## config.mk

```make
export PLATFORM = sky130hd
export DESIGN_NAME = ppg_window_stats
export DESIGN_NICKNAME = d
export VERILOG_FILES = /design/src/rtl/ppg_pkg.sv /design/src/rtl/ppg_channel_acc.sv /design/src/rtl/ppg_window_stats.sv
export SDC_FILE = /design/constraint.sdc
export NUM_CORES = 1
export LEC_CHECK = 0
export ABC_AREA = 1
export BUFFER_PORTS_ARGS = -buffer_cell sky130_fd_sc_hd__buf_2
export CAP_MARGIN = 20
export CORE_ASPECT_RATIO = 2
export CORE_MARGIN = 4
export CORE_UTILIZATION = 40
export CTS_BUF_LIST = sky130_fd_sc_hd__clkbuf_4
export DETAILED_ROUTE_END_ITERATION = 16
export MAX_ROUTING_LAYER = met4
export PLACE_DENSITY = 0.64
export SYNTH_ARGS = -nofsm -noshare
export SYNTH_HDL_FRONTEND = slang
export SYNTH_SLANG_ARGS = --single-unit
```

## constraint.sdc

```tcl
create_clock -name CLK -period 2.9 [get_ports CLK]
set_clock_uncertainty 0.1 [all_clocks]
set_input_delay 0.58 -clock CLK [delete_from_list [all_inputs] [get_ports CLK]]
set_output_delay 0.58 -clock CLK [all_outputs]
set_load 0.02 [all_outputs]
```

## src/rtl/ppg_pkg.sv

```systemverilog
// Shared defaults and state encodings for the PPG window statistics block.
// Contents: default DATA_W / WIN_LOG2, collection FSM states, beat detector states.
package ppg_pkg;

    localparam int unsigned DEF_DATA_W   = 8;
    localparam int unsigned DEF_WIN_LOG2 = 7;

    typedef enum logic {
        IDLE    = 1'b0,
        COLLECT = 1'b1
    } ppg_state_t;

    typedef enum logic {
        LOW  = 1'b0,
        HIGH = 1'b1
    } beat_state_t;

endpackage

```

## src/rtl/ppg_channel_acc.sv

```systemverilog
// Per-channel window accumulator: running max, min, sum and sample count.
// Ports:
//   CLK, rst_n    clock, async active-low reset
//   clear         return stats to empty (max=0, min=all-ones, sum=0, cnt=0)
//   upd           sample strobe for this channel; ignored once the window is full
//   sample        ADC value
//   full          count has reached 2^WIN_LOG2 (registered)
//   *_nxt_c       combinational post-update stats, used by the top at window end
module ppg_channel_acc
    import ppg_pkg::*;
#(
    parameter int unsigned DATA_W   = DEF_DATA_W,
    parameter int unsigned WIN_LOG2 = DEF_WIN_LOG2
) (
    input  logic                       CLK,
    input  logic                       rst_n,
    input  logic                       clear,
    input  logic                       upd,
    input  logic [DATA_W-1:0]          sample,
    output logic                       full,
    output logic [DATA_W-1:0]          max_nxt_c,
    output logic [DATA_W-1:0]          min_nxt_c,
    output logic [DATA_W+WIN_LOG2-1:0] sum_nxt_c,
    output logic                       full_nxt_c
);

    localparam int unsigned SUM_W = DATA_W + WIN_LOG2;
    localparam int unsigned CNT_W = WIN_LOG2 + 1;

    logic [DATA_W-1:0] max_q;
    logic [DATA_W-1:0] min_q;
    logic [SUM_W-1:0]  sum_q;
    logic [CNT_W-1:0]  cnt_q;
    logic [CNT_W-1:0]  cnt_nxt_c;
    logic              take_c;

    assign full = cnt_q[WIN_LOG2];

    // Post-update stats; a sample for a full channel leaves them untouched
    always_comb begin
        take_c     = upd && !full;
        max_nxt_c  = max_q;
        min_nxt_c  = min_q;
        sum_nxt_c  = sum_q;
        cnt_nxt_c  = cnt_q;
        if (take_c) begin
            if (sample > max_q) max_nxt_c = sample;
            if (sample < min_q) min_nxt_c = sample;
            sum_nxt_c = sum_q + SUM_W'(sample);
            cnt_nxt_c = cnt_q + CNT_W'(1);
        end
        full_nxt_c = cnt_nxt_c[WIN_LOG2];
    end

    // Stats registers; clear wins over update
    always_ff @(posedge CLK or negedge rst_n) begin
        if (!rst_n) begin
            max_q <= '0;
            min_q <= '1;
            sum_q <= '0;
            cnt_q <= '0;
        end else if (clear) begin
            max_q <= '0;
            min_q <= '1;
            sum_q <= '0;
            cnt_q <= '0;
        end else begin
            max_q <= max_nxt_c;
            min_q <= min_nxt_c;
            sum_q <= sum_nxt_c;
            cnt_q <= cnt_nxt_c;
        end
    end

endmodule

```

## src/rtl/ppg_window_stats.sv

```systemverilog
// Windowed RED/IR statistics: per-window AC (max-min) and DC (mean) for both
// channels, published through a valid/ready result register with sticky overrun.
// Optional IR beat detector enabled by macro PPG_BEAT_DETECT_EN.
// Ports:
//   CLK, rst_n                      clock, async active-low reset
//   settings_done                   calibration complete; low aborts the window
//   sample_valid/sample_is_red/sample  time-multiplexed ADC samples
//   result_ready / result_valid     result handshake
//   red_ac, red_dc, ir_ac, ir_dc    published window results
//   overrun                         sticky: window completed while a result was pending
//   beat_pulse, beat_period         IR beat strobe and period in IR samples (macro only, else 0)
module ppg_window_stats
    import ppg_pkg::*;
#(
    parameter int unsigned DATA_W   = DEF_DATA_W,
    parameter int unsigned WIN_LOG2 = DEF_WIN_LOG2,
    parameter int unsigned HYST     = 4,
    parameter int unsigned PERIOD_W = 12
) (
    input  logic                CLK,
    input  logic                rst_n,
    input  logic                settings_done,
    input  logic                sample_valid,
    input  logic                sample_is_red,
    input  logic [DATA_W-1:0]   sample,
    input  logic                result_ready,
    output logic                result_valid,
    output logic [DATA_W-1:0]   red_ac,
    output logic [DATA_W-1:0]   red_dc,
    output logic [DATA_W-1:0]   ir_ac,
    output logic [DATA_W-1:0]   ir_dc,
    output logic                overrun,
    output logic                beat_pulse,
    output logic [PERIOD_W-1:0] beat_period
);

    localparam int unsigned SUM_W = DATA_W + WIN_LOG2;

    // Hysteresis must be representable in the sample width
    if (HYST >= (32'd1 << DATA_W)) begin : g_bad_hyst
        $error("HYST does not fit in DATA_W bits");
    end

    ppg_state_t        state_q;
    ppg_state_t        state_nxt;
    logic              collect_c;
    logic              abort_c;
    logic              red_upd_c;
    logic              ir_upd_c;
    logic              win_end_c;
    logic              clear_c;
    logic              load_c;

    logic              red_full, ir_full;
    logic              red_full_nxt_c, ir_full_nxt_c;
    logic [DATA_W-1:0] red_max_nxt_c, red_min_nxt_c, ir_max_nxt_c, ir_min_nxt_c;
    logic [SUM_W-1:0]  red_sum_nxt_c, ir_sum_nxt_c;

    // Collection FSM: state register
    always_ff @(posedge CLK or negedge rst_n) begin
        if (!rst_n) state_q <= IDLE;
        else        state_q <= state_nxt;
    end

    // Collection FSM: next state
    always_comb begin
        state_nxt = state_q;
        case (state_q)
            IDLE:    if (settings_done)  state_nxt = COLLECT;
            COLLECT: if (!settings_done) state_nxt = IDLE;
            default: state_nxt = IDLE;
        endcase
    end

    // Collection FSM: control outputs
    always_comb begin
        collect_c = (state_q == COLLECT) && settings_done;
        abort_c   = (state_q == COLLECT) && !settings_done;
        red_upd_c = collect_c && sample_valid && sample_is_red  && !red_full;
        ir_upd_c  = collect_c && sample_valid && !sample_is_red && !ir_full;
        // The accepted sample that leaves both channels full closes the window
        win_end_c = (red_upd_c || ir_upd_c) && red_full_nxt_c && ir_full_nxt_c;
        clear_c   = abort_c || win_end_c;
        load_c    = win_end_c && (!result_valid || result_ready);
    end

    ppg_channel_acc #(.DATA_W(DATA_W), .WIN_LOG2(WIN_LOG2)) u_red_acc (
        .CLK        (CLK),
        .rst_n      (rst_n),
        .clear      (clear_c),
        .upd        (red_upd_c),
        .sample     (sample),
        .full       (red_full),
        .max_nxt_c  (red_max_nxt_c),
        .min_nxt_c  (red_min_nxt_c),
        .sum_nxt_c  (red_sum_nxt_c),
        .full_nxt_c (red_full_nxt_c)
    );

    ppg_channel_acc #(.DATA_W(DATA_W), .WIN_LOG2(WIN_LOG2)) u_ir_acc (
        .CLK        (CLK),
        .rst_n      (rst_n),
        .clear      (clear_c),
        .upd        (ir_upd_c),
        .sample     (sample),
        .full       (ir_full),
        .max_nxt_c  (ir_max_nxt_c),
        .min_nxt_c  (ir_min_nxt_c),
        .sum_nxt_c  (ir_sum_nxt_c),
        .full_nxt_c (ir_full_nxt_c)
    );

    // Result registers and handshake; a pending unaccepted result is never overwritten
    always_ff @(posedge CLK or negedge rst_n) begin
        if (!rst_n) begin
            result_valid <= 1'b0;
            red_ac       <= '0;
            red_dc       <= '0;
            ir_ac        <= '0;
            ir_dc        <= '0;
            overrun      <= 1'b0;
        end else begin
            if (load_c) begin
                result_valid <= 1'b1;
                red_ac       <= red_max_nxt_c - red_min_nxt_c;
                red_dc       <= DATA_W'(red_sum_nxt_c >> WIN_LOG2);
                ir_ac        <= ir_max_nxt_c - ir_min_nxt_c;
                ir_dc        <= DATA_W'(ir_sum_nxt_c >> WIN_LOG2);
            end else if (result_ready) begin
                result_valid <= 1'b0;
            end
            if (win_end_c && result_valid && !result_ready) overrun <= 1'b1;
        end
    end

`ifdef PPG_BEAT_DETECT_EN
    localparam int unsigned THR_W = DATA_W + 1;

    beat_state_t         bstate_q;
    beat_state_t         bstate_nxt;
    logic                thr_valid_q;
    logic                have_beat_q;
    logic [PERIOD_W-1:0] per_cnt_q;
    logic [THR_W-1:0]    hi_sum_c;
    logic [DATA_W-1:0]   thr_hi_c;
    logic [DATA_W-1:0]   thr_lo_c;
    logic                ir_evt_c;
    logic                rise_c;
    logic                cnt_sat_c;
    logic [PERIOD_W-1:0] cnt_inc_c;

    // Hysteresis band around the last published IR DC, clamped to the sample range
    always_comb begin
        hi_sum_c = {1'b0, ir_dc} + THR_W'(HYST);
        thr_hi_c = hi_sum_c[DATA_W] ? '1 : hi_sum_c[DATA_W-1:0];
        thr_lo_c = (ir_dc > DATA_W'(HYST)) ? (ir_dc - DATA_W'(HYST)) : '0;
        ir_evt_c = collect_c && sample_valid && !sample_is_red && thr_valid_q;
    end

    // Beat FSM: state register
    always_ff @(posedge CLK or negedge rst_n) begin
        if (!rst_n) bstate_q <= LOW;
        else        bstate_q <= bstate_nxt;
    end

    // Beat FSM: next state
    always_comb begin
        bstate_nxt = bstate_q;
        if (ir_evt_c) begin
            case (bstate_q)
                LOW:     if (sample > thr_hi_c) bstate_nxt = HIGH;
                HIGH:    if (sample < thr_lo_c) bstate_nxt = LOW;
                default: bstate_nxt = LOW;
            endcase
        end
    end

    // Beat FSM: outputs; the reported period counts the rising sample itself
    always_comb begin
        rise_c    = ir_evt_c && (bstate_q == LOW) && (bstate_nxt == HIGH);
        cnt_sat_c = &per_cnt_q;
        cnt_inc_c = cnt_sat_c ? per_cnt_q : per_cnt_q + PERIOD_W'(1);
    end

    always_ff @(posedge CLK or negedge rst_n) begin
        if (!rst_n) begin
            thr_valid_q <= 1'b0;
            have_beat_q <= 1'b0;
            per_cnt_q   <= '0;
            beat_pulse  <= 1'b0;
            beat_period <= '0;
        end else begin
            if (load_c) thr_valid_q <= 1'b1;
            beat_pulse <= rise_c;
            if (rise_c) begin
                per_cnt_q   <= '0;
                have_beat_q <= 1'b1;
                if (have_beat_q && !cnt_sat_c) beat_period <= cnt_inc_c;
            end else if (ir_evt_c) begin
                per_cnt_q <= cnt_inc_c;
            end
        end
    end
`else
    assign beat_pulse  = 1'b0;
    assign beat_period = '0;
`endif

endmodule
```

==> reports/summary.txt, run 1 <==
#FFs+latches synth - 113
clock-pin slew of the registers on the worst-case setup and hold paths - 120 ps
hold path depth - 1
unrepaired setup endpoints after global routing - yes
mapped cell area - 7254 um2
Mapped Cells - 923
CTS tree - yes
first-pass GRT wire length - 31,680 um
grt total ovfl - 0
switching power - 1.223 mW
Cell Int Power - 2.707 mW
Core Util, Final - 0.4997
PortBufs - 47
DR WL met2 - 10,830 um
Detail Route Antenna Nets - 0
antenna violations before repair - 1
Clock power frac - 0.342
Die Y - 198.5 um
clock root cell - clkbuf_4
First DRT Iteration DRCs - 270
critical path launch point type - register
Peak VDD IR - 0.2308 mV
Post-Route M1 WL - 6939 um
met3 routed WL - 575 um
vias - 6,518
Critical Path End Type - register
total power - 3.930 mW
Sink Count - 113
LEAKAGE - 4.713 nW
clk_lat worst skew - 540 ps
Setup CP Type - register to register
sw frac - 0.3111
GRT Total Usage - 0.2076
combinational share of power - 0.229
TritonCTS buffer count - 17
I/O Pins - 61
Inst Count DP - 1,245
FMAX - 352.4 MHz
biggest regs - u_ir_acc.sum_q (15), u_red_acc.sum_q (15)
area added between synthesis and finish - 22.51%
critical path fanouts, max - 5
Setup Viol. Count Final - 0
Die Area - 20,490 um2
max_cap viols - 0
Core Area - 17,780 um2
fraction of layout instances using a drive strength above 1 - 0.2528
CP Data Required Time - 3240 ps
num rows - 69
Pre-Repair DR Iteration Count - 4
final hold viol count - 0
H-Tree Depth - 4
Critical Path AT - 3180 ps
pin count of the biggest net entering global routing - 70
worst hold path type - input port to register
Period minus WS final - 2838 ps
sequential-to-total area share from yosys stat - 0.3925
DRC viols - 0
post-DR vias/cell - 5.068
Power Density - 442.2 nW/um2
Worst Reg-to-Reg Cells - 20
Finished Layout Cells - 1,286
Fin Setup TNS - 0 ps
Synth Warn # - 0
average cell area after synthesis - 7.860 um2
Initial Utilization - 0.4079
sequential share of power - 0.429
status - finished, final reports clean
Die Width - 103.2 um
max layer used - met4
final wirelength - 19,400 um
crit share post-route - 0.9784
DPL Wire Length - 14,730 um
CTS max path bufs - 2
vias in the first global route - 6,604
GP Congestion - 0.9070
Net count, final - 1,135
library cells used by synthesis - 48
average wire per cell in the routed design - 15.08 um
Max Slew Vio Count - 0
-- final timing paths --
path	startpoint	end	slack (ps)
setup / recovery	u_ir_acc.min_q[5]$_DFF_PN1_	ir_ac[6]$_DFFE_PN0P_	60
hold / removal	settings_done	state_q$_DFF_PN0_	80
setup reg to reg	u_ir_acc.min_q[5]$_DFF_PN1_	ir_ac[6]$_DFFE_PN0P_	60
hold reg to reg	ir_ac[6]$_DFFE_PN0P_	ir_ac[6]$_DFFE_PN0P_	370
max in group asynchronous	rst_n	u_red_acc.min_q[3]$_DFF_PN1_	1800
min in group asynchronous	rst_n	ir_ac[3]$_DFFE_PN0P_	470
-- placed cells by master, fill, tap and decap left out, types with 3 or more instances in the layout --
master     count
xor2_1        21
ha_1          51
nand2_1      256
conb_1        13
dfstp_2       16
nand3_1       61
a21o_1         4
nor3_1         8
bufinv_16      4
buf_4         83
o21ai_2       11
dfrtp_1       97
a21oi_1       32
nor2_4         4
ha_4           5
a21oi_2        4
clkinv_2       3
inv_2         11
nor2_2         5
inv_1        101
o21ai_1       25
nand2_2       19
nand3_2        5
clkinv_1       4
nand2_4       10
a21oi_4        3
clkbuf_4      20
a31oi_1        4
nor2_1        54
o21ai_0       31
xnor2_1        8
buf_2         46
o21bai_1       5
nand4_1        6
buf_12         5
-- through the flow --
step	hold slack (ps)	area, um2	setup slack [ps]
floorplan	184.4	7332	0.8322
global placement	360.1	8290	-316.3
detailed placement	360.8	8290	-350.6
CTS	37.52	8668	0.4716
global route	35.57	8887	-112.0
finish	83.60	8887	62.50
-- Yosys cell counts (all sizes together) --
cell type,n,area share
nand2,284,0.16
inv,112,0.058
dfrtp,97,0.33
nand3,67,0.048
o21ai,67,0.048
nor2,64,0.040
ha,58,0.10
a21oi,39,0.030
buf,25,0.025
xor2,22,0.027
dfstp,16,0.058
nor3,9,0.0069
xnor2,8,0.0097
clkbuf,7,0.0036
nand4,6,0.0052
o21bai,6,0.0062
a21o,4,0.0041
a31oi,4,0.0034
fa,4,0.011
or2,4,0.0034
nor4,3,0.0034
a211oi,2,0.0021
and2,2,0.0017
clkinv,2,0.0010
nor3b,2,0.0021
o2111ai,2,0.0024
o32ai,2,0.0024
conb,1,0.00052
nand3b,1,0.0010
o211ai,1,0.0029
o21a,1,0.0010
o22ai,1,0.00086
-- cells by family after synthesis --
kind of cell    count (synthesis)  share of synthesized area
fa+ha+maj                      62                     0.1111
buf+inv                       146                    0.08727
other cells                     1                  0.0005169
simple gates                  442                     0.2685
flops                         113                     0.3925
xor+xnor                       30                    0.03622
compound gates                129                     0.1038
-- worst max-delay path, cell delays in order, from the launching register on --
cell and delay, ps:
dfstp_2 560, inv_2 60, ha_4 240, nand2_2 50
inv_2 40, o21bai_4 150, nand2_4 80, nor2_8 140
nand2_4 90, nand2_2 70, o21ai_2 50, ha_2 190
fa_2 360, inv_2 80, nand3_4 70, nand2_4 90
nand3_2 60, nand2_1 70, nand2_1 60, nand3_2 50
nand2_1 50
-- what timing repair did --
item / CTS / global route
endpoints found under the hold margin: 97 / 0
pin swaps: 4 / 16
hold buffers: 1 / 0
cloned: 1 / 0
endpoints found under the setup margin: 6 / 12
setup buffers: 1 / 5
resized for setup: 8 / 42
-- cell type report --
class | instances | area, um2
Multi-Input combinational cell | 677 | 4051
Tap cell | 213 | 266.5
Clock inverter | 12 | 166.4
Fill cell | 1766 | 8897
Inverter | 114 | 427.9
Timing Repair Buffer | 136 | 974.7
Sequential cell | 113 | 2848
Antenna cell | 1 | 2.502
Clock buffer | 20 | 150.1
-- power by group through the flow --
stage | sequential [mW] | combinational [mW] | clock, mW
2_1_floorplan | 1.72 | 0.510 | 0
3_3_place_gp | 1.71 | 0.838 | 0
3_5_place_dp | 1.71 | 0.847 | 0
4_1_cts | 1.68 | 0.863 | 1.38
5_1_grt | 1.69 | 1.02 | 1.43
6_report | 1.69 | 0.899 | 1.34
-- metal layers --
metal / GRT usage / vias to the layer above
met5: - / -
met4: 0.1177 / 0
met3: 0.02843 / 76
met2: 0.3726 / 137
met1: 0.2086 / 3083
li1: - / 3222
Power figures use the tool's default switching activity.
==> inputs of run 2 (changes only) <==
Settings changed: RECOVER_POWER set to 25.
==> run 2 against run 1 <==
The flow now finishes with violations (capacitance limit, slew limit). Highest routed layer unchanged. Register-to-register slack hardly changed. Power is 0.15% lower. Via count is 0.12% higher. Critical path type unchanged. Maximum frequency hardly changed. Largest cell class unchanged.
==> reports/summary.txt, run 2 (synthesized netlist as in run 1, its figures left out) <==
Fin Setup TNS - 0 ps
post-DR vias/cell - 5.075
Critical Path AT - 3180 ps
worst hold path type - input port to register
slew margin rel. - -0.2120
Critical Path End Type - register
LEAKAGE - 4.696 nW
Net count, final - 1,135
Die Y - 198.5 um
sequential share of power - 0.430
grt total ovfl - 0
combinational share of power - 0.228
Cell Int Power - 2.702 mW
r2r endpoint - ir_ac[6]$_DFFE_PN0P_
sw frac - 0.3115
clock-pin slew of the registers on the worst-case setup and hold paths - 120 ps
Post-DP Area - 8290 um2
switching power - 1.223 mW
DPL Wire Length - 14,730 um
average wire per cell in the routed design - 15.10 um
GP Congestion - 0.9070
Pre-Repair DR Iteration Count - 4
Die Area - 20,490 um2
CTS tree - yes
antenna violations before repair - 1
FMAX - 352.4 MHz
vias in the first global route - 6,604
Setup Viol. Count Final - 0
max_cap viols - 1
failing checks - capacitance limit, slew limit
status - finished with violations
Core Area - 17,780 um2
Sink Count - 113
Worst R2R Start - u_ir_acc.min_q[5]$_DFF_PN1_
clock root cell - clkbuf_4
Slew @ Worst Pin - 1818 ps
Clock power frac - 0.343
first-pass GRT wire length - 31,680 um
Hold Path Origin - settings_done
final hold viol count - 0
Die Width - 103.2 um
CTS max path bufs - 2
num rows - 69
biggest regs - u_ir_acc.sum_q (15), u_red_acc.sum_q (15)
hold path depth - 1
R2R setup slack - 60 ps
DRC viols - 0
crit share post-route - 0.9786
final worst setup slack - 62.04 ps
First DRT Iteration DRCs - 270
vias - 6,526
Finished Cell Area - 8852 um2
Power Density - 443.3 nW/um2
I/O Pins - 61
CP Data Required Time - 3240 ps
Max Slew Vio Count - 70
commonest cells after routing, fill and taps aside - nand2_1, inv_1, dfrtp_1, buf_4, nand3_1
fill count - 1,772
worst hold endpoint - state_q$_DFF_PN0_
H-Tree Depth - 4
pre-CTS setup slack - -350.6 ps
unrepaired setup endpoints after global routing - yes
Detail Route Antenna Nets - 0
hold slack final - 94.01 ps
GRT Total Usage - 0.2076
critical path launch point type - register
PortBufs - 47
Setup CP Type - register to register
Worst Reg-to-Reg Cells - 20
fraction of layout instances using a drive strength above 1 - 0.2509
pin count of the biggest net entering global routing - 70
clk_lat worst skew - 540 ps
Period minus WS final - 2838 ps
critical path fanouts, max - 5
Critical Path Start - u_ir_acc.min_q[5]$_DFF_PN1_
most common cell after layout, fill and taps aside - nand2_1
Peak VDD IR - 0.2308 mV
final wirelength - 19,420 um
Initial Utilization - 0.4079
area added between synthesis and finish - 22.02%
TritonCTS buffer count - 17
## run 2: changes by cell type in the layout (fill, tap and decap cells not counted)
cell | before | now
buf_4 | 83 | 82
buf_2 | 46 | 45
buf_12 | 5 | 3
clkbuf_1 | 0 | 2
clkbuf_2 | 0 | 2
## run 2: final cells by class
type                    count  area (um2)  area share
clock buffers              20       150.1     0.01696
multi-input cells         677        4051      0.4577
clock inverters            12       166.4     0.01880
repair buffers            136       939.7      0.1061
well taps                 213       266.5     0.03011
diodes                      1       2.502   0.0002827
inverters                 114       427.9     0.04834
flip-flops and latches    113        2848      0.3217
## run 2: metal layers
metal / vias up / global-route usage / part of all wire
met3: 76 / 0.02843 / 0.031
met5: - / - / 0
met1: 3086 / 0.2086 / 0.36
li1: 3224 / - / -
met4: 0 / 0.1177 / 0.054
met2: 140 / 0.3726 / 0.56
## run 2: per-stage QoR
step | total power, mW | std cells | util
final | 3.925 | 1286 | 0.4977
after global routing | 4.137 | 1286 | 0.4977
after CTS | 3.928 | 1280 | 0.4874
after detailed placement | 2.561 | 1245 | 0.4662
after global placement | 2.551 | 1245 | 0.4662
after floorplan | 2.229 | 935 | -
## run 2: what timing repair did
action                                 4_1_cts  5_1_grt
cloned                                       1        0
pin swaps                                    4       16
hold buffers                                 1        0
setup endpoints to repair                    6       12
resized for setup                            8       42
setup buffers                                1        5
endpoints found under the hold margin       97        0
## run 2: power by group through the flow
stage               Combinational (mW)  Sequential, mW  Clock [mW]
global placement                 0.838            1.71           0
global route                      1.01            1.69        1.43
detailed placement               0.847            1.71           0
CTS                              0.863            1.68        1.38
finish                           0.893            1.69        1.35
floorplan                        0.510            1.72           0
## run 2: critical path: stages (launching register included)
cell      delay, ps
dfstp_2         560
inv_2            60
ha_4            240
nand2_2          50
inv_2            40
o21bai_4        150
nand2_4          80
nor2_8          140
nand2_4          90
nand2_2          70
o21ai_2          50
ha_2            190
fa_2            360
inv_2            80
nand3_4          70
nand2_4          90
nand3_2          60
nand2_1          70
nand2_1          60
nand3_2          50
nand2_1          50
## run 2: worst max-delay path by stage
stage,cells after the start,endpoint
2_1_floorplan,20,ir_ac[6]$_DFFE_PN0P_
3_3_place_gp,18,red_ac[6]$_DFFE_PN0P_
3_5_place_dp,15,red_ac[7]$_DFFE_PN0P_
4_1_cts,20,ir_ac[6]$_DFFE_PN0P_
5_1_grt,20,ir_ac[6]$_DFFE_PN0P_
6_report,20,ir_ac[6]$_DFFE_PN0P_
==> inputs of run 3 (changes only) <==
Settings changed: GPL_TIMING_DRIVEN set to 0.
==> run 3 against run 2 <==
The flow now finishes without violations. Sequential cell count stayed put. Cell count down 2.3%. Design area rose by 0.13%. First-iteration DRC count grew 0.37%. Largest cell class unchanged. Via count fell by 1.1%. Non-clock buffer count shrank 30. Clock power increased by 5%.
==> reports/summary.txt, run 3 (synthesized netlist as in run 1, its figures left out) <==
worst hold path type - input port to register
pre-CTS setup slack - -794.3 ps
first-pass GRT wire length - 31,550 um
WP buf/inv - 3
Net count, final - 1,106
final hold viol count - 0
Die Y - 198.5 um
DPL Wire Length - 14,740 um
CTS max path bufs - 2
Pre-Repair DR Iteration Count - 4
biggest regs - u_ir_acc.sum_q (15), u_red_acc.sum_q (15)
r2r endpoint - ir_ac[6]$_DFFE_PN0P_
Slew @ Worst Pin - 1151 ps
area added between synthesis and finish - 22.18%
GRT Total Usage - 0.2087
Period minus WS final - 2823 ps
Power Density - 451.7 nW/um2
Peak VDD IR - 0.2379 mV
Core Area - 17,780 um2
Sink Count - 113
FMAX - 354.2 MHz
Detail Route Antenna Nets - 0
crit share post-route - 0.9734
CP Data Required Time - 3250 ps
TritonCTS buffer count - 17
grt total ovfl - 0
Initial Utilization - 0.4079
Setup CP Type - register to register
average wire per cell in the routed design - 15.95 um
clock root cell - clkbuf_4
post-DR vias/cell - 5.134
slew margin rel. - 0.2330
Critical Path AT - 3180 ps
max_cap viols - 0
I/O Pins - 61
worst hold endpoint - state_q$_DFF_PN0_
R2R setup slack - 80 ps
CP top delay family - simple AND/OR/NAND/NOR gates
CTS tree - yes
vias - 6,453
vias in the first global route - 6,516
Worst path max stage delay - 560 ps
pin count of the biggest net entering global routing - 68
unrepaired setup endpoints after global routing - yes
DRC viols - 0
PortBufs - 47
final worst setup slack - 77.09 ps
Fin Setup TNS - 0 ps
critical-path cell list - inv_2 > ha_4 > nand2_2 > inv_2 > o21bai_4 > nand2_4 > nor2_8 > nand2_8 > nand2_4 > o21ai_4 > ha_4 > fa_2 > inv_2 > nand3_2 > nand2_2 > nand3_2 > nand2_1 > nand2_1 > nand3_2 > nand2_1
clock-pin slew of the registers on the worst-case setup and hold paths - 110 ps
LEAKAGE - 4.543 nW
Die Area - 20,490 um2
commonest cells after routing, fill and taps aside - nand2_1, dfrtp_1, inv_1, nand3_1, nor2_1
antenna violations before repair - 1
First DRT Iteration DRCs - 271
H-Tree Depth - 4
most common cell after layout, fill and taps aside - nand2_1
final wirelength - 20,050 um
Critical Path End Type - register
Critical Path Start - u_ir_acc.min_q[5]$_DFF_PN1_
Finished Layout Cells - 1,257
Hold Path Origin - settings_done
critical path launch point type - register
GP Congestion - 0.8959
Setup Viol. Count Final - 0
Worst R2R Start - u_ir_acc.min_q[5]$_DFF_PN1_
Max Slew Vio Count - 0
num rows - 69
Worst Reg-to-Reg Cells - 20
fill count - 1,721
status - finished, final reports clean
fraction of layout instances using a drive strength above 1 - 0.2541
Die Width - 103.2 um
critical path fanouts, max - 5
slowest cell on the critical path - dfstp_2
clk_lat worst skew - 560 ps
Inst Count DP - 1,196
hold path depth - 1
## run 3: cell types whose count changed in the layout (fill, tap and decap cells not counted), moves of 6 or more
cell / delta
inv_1: -7
ha_4: +7
ha_1: -6
inv_2: +7
nand2_1: -12
o21ai_2: -6
buf_4: -40
## run 3: worst max-delay path by stage
stage | endpoint | slack, ps | cells after the start
2_1_floorplan | ir_ac[6]$_DFFE_PN0P_ | 0.8 | 20
3_5_place_dp | red_ac[3]$_DFFE_PN0P_ | -790 | 16
4_1_cts | ir_ac[6]$_DFFE_PN0P_ | -2 | 19
3_3_place_gp | red_ac[3]$_DFFE_PN0P_ | -770 | 16
5_1_grt | ir_ac[6]$_DFFE_PN0P_ | -90 | 20
6_report | ir_ac[6]$_DFFE_PN0P_ | 80 | 20
## run 3: per-layer routing
metal / up-vias / routed length [um] / track usage / share of wire
met5: - / 0 / - / 0
met4: 0 / 1038 / 0.1066 / 0.052
met3: 54 / 670 / 0.03475 / 0.033
met2: 130 / 11350 / 0.3893 / 0.57
met1: 3097 / 6988 / 0.1976 / 0.35
li1: 3172 / - / - / -
## run 3: stage by stage
stage	hold WS (ps)	power [mW]	util	cell area [um2]
global placement	359.3	2.456	0.4405	7834
CTS	27.97	3.941	0.4752	8451
floorplan	184.4	2.229	-	7332
finish	75.34	4.003	0.4984	8864
global route	47.80	4.210	0.4984	8864
detailed placement	356.3	2.472	0.4424	7868
## run 3: final cells by class
class,count,area [um2],share of cell area
inverters,114,427.9,0.04828
flip-flops and latches,113,2848,0.3213
clock inverters,13,191.4,0.02160
plain buffers,28,166.4,0.01877
clock buffers,19,142.6,0.01609
multi-input cells,678,4342,0.4898
repair buffers,78,476.7,0.05378
diodes,1,2.502,0.0002823
well taps,213,266.5,0.03007
## run 3: where the power goes
group          switching, mW  internal, mW  total, mW
logic                  0.572         0.324      0.896
registers             0.0368          1.65       1.69
clock network          0.645         0.776       1.42
total                   1.25          2.75       4.00
## run 3: repair_timing
item	CTS	global route
setup buffers	12	17
hold endpoints to repair	45	0
resized for setup	37	67
pin swaps	13	28
hold buffers	1	0
setup endpoints to repair	12	12
gates cloned	0	2
